File: src/rtl/counter_pkg.sv
// Shared constants for the cascaded 74xx161-style counter slices.
package counter_pkg;
  localparam int SLICE_W = 4;
  localparam logic [SLICE_W-1:0] SLICE_MAX = 4'hF;
  localparam logic [SLICE_W-1:0] SLICE_MIN = 4'h0;
endpackage

File: src/rtl/counter_slice.sv
// One 4-bit up/down counter slice with synchronous reset/load and a local
// terminal-count output gated by the trickle enable.
module counter_slice
  import counter_pkg::*;
(
  input  logic               clk,
  input  logic               mrn,
  input  logic               pen,
  input  logic [SLICE_W-1:0] d,
  input  logic               cep,
  input  logic               cet,
  input  logic               up,
  output logic [SLICE_W-1:0] q,
  output logic               tc
);

  always_ff @(posedge clk) begin
    if (!mrn) begin
      q <= SLICE_MIN;
    end else if (!pen) begin
      q <= d;
    end else if (cep && cet) begin
      q <= up ? q + 4'd1 : q - 4'd1;
    end
  end

  // Terminal value depends on direction: F when counting up, 0 when down.
  assign tc = cet & (up ? (q == SLICE_MAX) : (q == SLICE_MIN));

endmodule

File: src/rtl/counter_chain.sv
// W = 4*NIBBLES bit synchronous counter built from cascaded slices; each
// slice's tc drives the next slice's cet, so all slices advance on one edge.
module counter_chain
  import counter_pkg::*;
#(
  parameter int NIBBLES = 3  // legal range 1..8
) (
  input  logic                   clk,
  input  logic                   mrn,
  input  logic                   pen,
  input  logic [4*NIBBLES-1:0]   d,
  input  logic                   cep,
  input  logic                   cet,
  input  logic                   up,
  output logic [4*NIBBLES-1:0]   q,
  output logic                   tc,
  output logic                   wrap
);

  logic [NIBBLES:0] carry;

  assign carry[0] = cet;

  for (genvar k = 0; k < NIBBLES; k++) begin : g_slice
    counter_slice u_slice (
      .clk (clk),
      .mrn (mrn),
      .pen (pen),
      .d   (d[SLICE_W*k +: SLICE_W]),
      .cep (cep),
      .cet (carry[k]),
      .up  (up),
      .q   (q[SLICE_W*k +: SLICE_W]),
      .tc  (carry[k+1])
    );
  end

  assign tc = carry[NIBBLES];

  // Sticky: set whenever a count edge passes through the terminal value.
  always_ff @(posedge clk) begin
    if (!mrn) begin
      wrap <= 1'b0;
    end else if (!pen) begin
      wrap <= 1'b0;
    end else if (cep && tc) begin
      wrap <= 1'b1;
    end
  end

endmodule

File: config.mk
export PLATFORM = sky130hd
export DESIGN_NAME = counter_chain
export DESIGN_NICKNAME = d
export VERILOG_FILES = /design/src/rtl/counter_pkg.sv /design/src/rtl/counter_slice.sv /design/src/rtl/counter_chain.sv
export SDC_FILE = /design/constraint.sdc
export NUM_CORES = 1
export LEC_CHECK = 0
export ABC_AREA = 1
export CAP_MARGIN = 20
export CELL_PAD_IN_SITES_DETAIL_PLACEMENT = 0
export CELL_PAD_IN_SITES_GLOBAL_PLACEMENT = 1
export CORE_UTILIZATION = 35
export CTS_BUF_LIST = sky130_fd_sc_hd__clkbuf_4
export DETAILED_ROUTE_END_ITERATION = 8
export GPL_ROUTABILITY_DRIVEN = 0
export GPL_TIMING_DRIVEN = 0
export PLACE_DENSITY_LB_ADDON = 0.1
export SLEW_MARGIN = 20
export SYNTH_ARGS = -nofsm -noshare
export SYNTH_HDL_FRONTEND = slang
export SYNTH_SLANG_ARGS = --single-unit
File: constraint.sdc
create_clock -name clk -period 3 [get_ports clk]
set_input_delay 0.9 -clock clk [delete_from_list [all_inputs] [get_ports clk]]
set_output_delay 0.9 -clock clk [all_outputs]
set_load 0.05 [all_outputs]
==> summary.txt <==
Worst hold path
  • Min-Delay Path Class: register to register
  • HP Start: wrap$_SDFFE_PN0P_

Floorplanning
  • Starting Density: 0.381
  • Cell row count: 19
  • Die area: 0.00333 sq mm
  • Chip width: 57.7 um
  • IO Count: 32
  • Core area: 0.00285 sq mm
  • Die Ht: 57.7 um

Critical path
  • Reg2reg setup slack: 1.59 ns
  • Crit path max-delay cell type: inv_2
  • R2R Path Start: g_slice[1].u_slice.q[2]$_SDFFE_PN0P_
  • Worst setup EP type: primary output
  • Worst path top cell family by delay: buffers and inverters
  • CP startpoint: up
  • Critical setup path kind: input port to primary output
  • Critical Path Max Stage Delay: 0.23 ns
  • Cell breakdown of the critical path: buf_6 -> inv_2 -> a21boi_4 -> and2_4 -> and3_2 -> buf_8
  • Crit-path max FO: 10
  • CP Launch Type: input port
  • CP arrival: 1.87 ns
  • Buf/Inv on CP: 3
  • CP Data Required Time: 2.10 ns

Layout
  • Share of layout cells above drive strength 1: 0.158
  • Nets: 218
  • Syn-to-layout area delta: 34.4%
  • Filler cells: 307
  • Fin area: 0.00146 sq mm
  • Fin util: 0.512
  • # diodes: 0

STA
  • Worst hold slack: 0.457 ns
  • Tcrit/Tclk final: 0.922
  • RSZ-0062 raised after global routing: false
  • Worst clock skew: 0.00961 ns
  • Final hold vios: 0
  • Final Critical Period: 2.77 ns
  • Setup violators final: 0
  • F_max: 361 MHz
  • Slew @ Worst Pin: 0.509 ns
  • Slew Limit Fails: 0
  • Setup_tns: 0 ns
  • Worst slew margin: 0.660

Global routing
  • Initial antenna violation count: 0
  • Gr usage total: 0.187
  • Total congestion overflow: 0
  • Largest net degree at the start of global routing: 11
  • Vias in the first global route: 1063
  • First-pass GRT wire length: 4.79 mm

Drt
  • DR vias: 1106
  • DR iter-0 viols: 46
  • Routed WL: 2.74 mm
  • Routed vias/inst: 5.00
  • Drt pass-1 iters: 6
  • DRC violations left: 0
  • Routed Antenna Nets: 0
  • Wire length per cell: 12.4 um

Clocking
  • Clock Latency Late Sink: 0.29 ns
  • Clock transition at path regs: 0.10 ns
  • Root Buffer: clkbuf_4
  • Number of buffers created by CTS: 3
  • TritonCTS clock tree: done
  • Max Buffers Root-to-Sink: 2
  • Hold_buf cts: 0
  • CTS H-tree depth: 1
  • Clock Sinks: 13

Power
  • Pwr Density: 385 mW/mm^2
  • Pleak: 0.687 nW
  • Max VDD drop: 0.185 mV

Yosys
  • Unique masters post-synth: 30
  • Synth top cells by count: nand2_1 (33), nor2_1 (24), inv_1 (14)
  • Most frequent cell after synthesis: nand2_1
  • Post-synth EDFFs: 0
  • Post-Syn Nets: 184
  • Ys Warns: 0
  • Seq/Total Area, Yosys: 0.239
  • Post-synthesis register bit count: 13
  • Synthesized area: 0.00109 sq mm
  • Mapped Cells: 157
  • Cell types occupying the most area after synthesis: dfxtp_1 (24%), nand2_1 (11%), nor2_1 (8.3%), ha_1 (6.9%), fa_1 (5.5%)
  • Main synth FF type: dfxtp_1
  • Syn avg cell area: 6.93 sq um
  • Post-synth top area share: 0.239
  • Cell taking the most area after synthesis: dfxtp_1
  • Post-synth ARST share: 0

Placed design
  • PortBufs: 28
  • Cell Area, Placed: 0.00141 sq mm
  • Detailed Place HPWL: 2.05 mm

Flow run
  • Max-Cap Viols: 0

Outcome
  • Status: completed
[flip-flops by register name, summed over array words and instances, names as in the netlist]
signal             cells
g_slice.u_slice.q     12
wrap                   1
[where the power goes]
part	leakage [nW]	internal, W	total, W	switching, W
Clock	0.0184	0.0000607	0.000127	0.0000665
Sequential	0.108	0.000187	0.000209	0.0000228
Combinational	0.561	0.0000925	0.000226	0.000134
Total	0.687	0.000340	0.000563	0.000223
[layout make-up]
class,instances,area (sq um),share of cell area
inverters,17,63.8,0.0437
well taps,31,38.8,0.0265
flip-flops and latches,13,260,0.178
clock buffers,4,30.0,0.0205
multi-input cells,122,737,0.504
repair buffers,29,295,0.202
plain buffers,5,36.3,0.0248
[path summary, 6_finish.rpt]
kind | endpoint | cells past startpoint
max | tc | 6
min | wrap$_SDFFE_PN0P_ | 2
max reg2reg | g_slice[1].u_slice.q[3]$_SDFFE_PN0P_ | 7
min reg2reg | wrap$_SDFFE_PN0P_ | 2
[placed cells by master (no fill, tap or decap), types with 3 or more instances in the layout]
cell type / count
buf_4: 3
a21oi_1: 9
ha_1: 6
nor2_1: 24
dfxtp_1: 13
nand3_1: 8
nand2_1: 33
clkdlybuf4s50_1: 26
inv_2: 3
o21ai_0: 10
inv_1: 14
a31oi_1: 3
fa_1: 3
clkbuf_4: 4
nand2_2: 4
[worst min-delay path, stage by stage (launching register included)]
cell and delay (ns):
dfxtp_1 0.32, inv_1 0.05, a21oi_1 0.05
[repair_timing]
action,in CTS,in global routing
buffers inserted,1,0
gates resized for setup,9,2
endpoints found under the hold margin,0,0
setup endpoints to repair,1,1
[metal layers]
metal | GRT usage | up-vias | routed length, um
met5 | 0 | - | 0
met4 | 0.0714 | 0 | 43
met3 | 0.0246 | 7 | 122
met2 | 0.297 | 30 | 1230
met1 | 0.260 | 495 | 1350
li1 | - | 574 | -
[kinds of logic after synthesis]
| kind of cell | count (synthesis) | share of synthesized area |
|---|---|---|
| AND/OR/NAND/NOR | 81 | 0.357 |
| AO/OA/AOI/OAI | 26 | 0.137 |
| buffers and inverters | 22 | 0.0921 |
| flip-flops | 13 | 0.239 |
| adder cells (fa/ha/maj) | 9 | 0.124 |
| XOR/XNOR | 4 | 0.0322 |
| multiplexers | 2 | 0.0184 |
[through the flow]
stage	power, W	worst slack (ns)	cells
after floorplan	0.000365	0.303	157
after global placement	0.000432	-0.648	216
after detailed placement	0.000436	-0.654	216
after CTS	0.000564	0.0277	221
after global routing	0.000602	0.187	221
final	0.000563	0.234	221
Note: power is estimated with default switching activity, not from simulation.
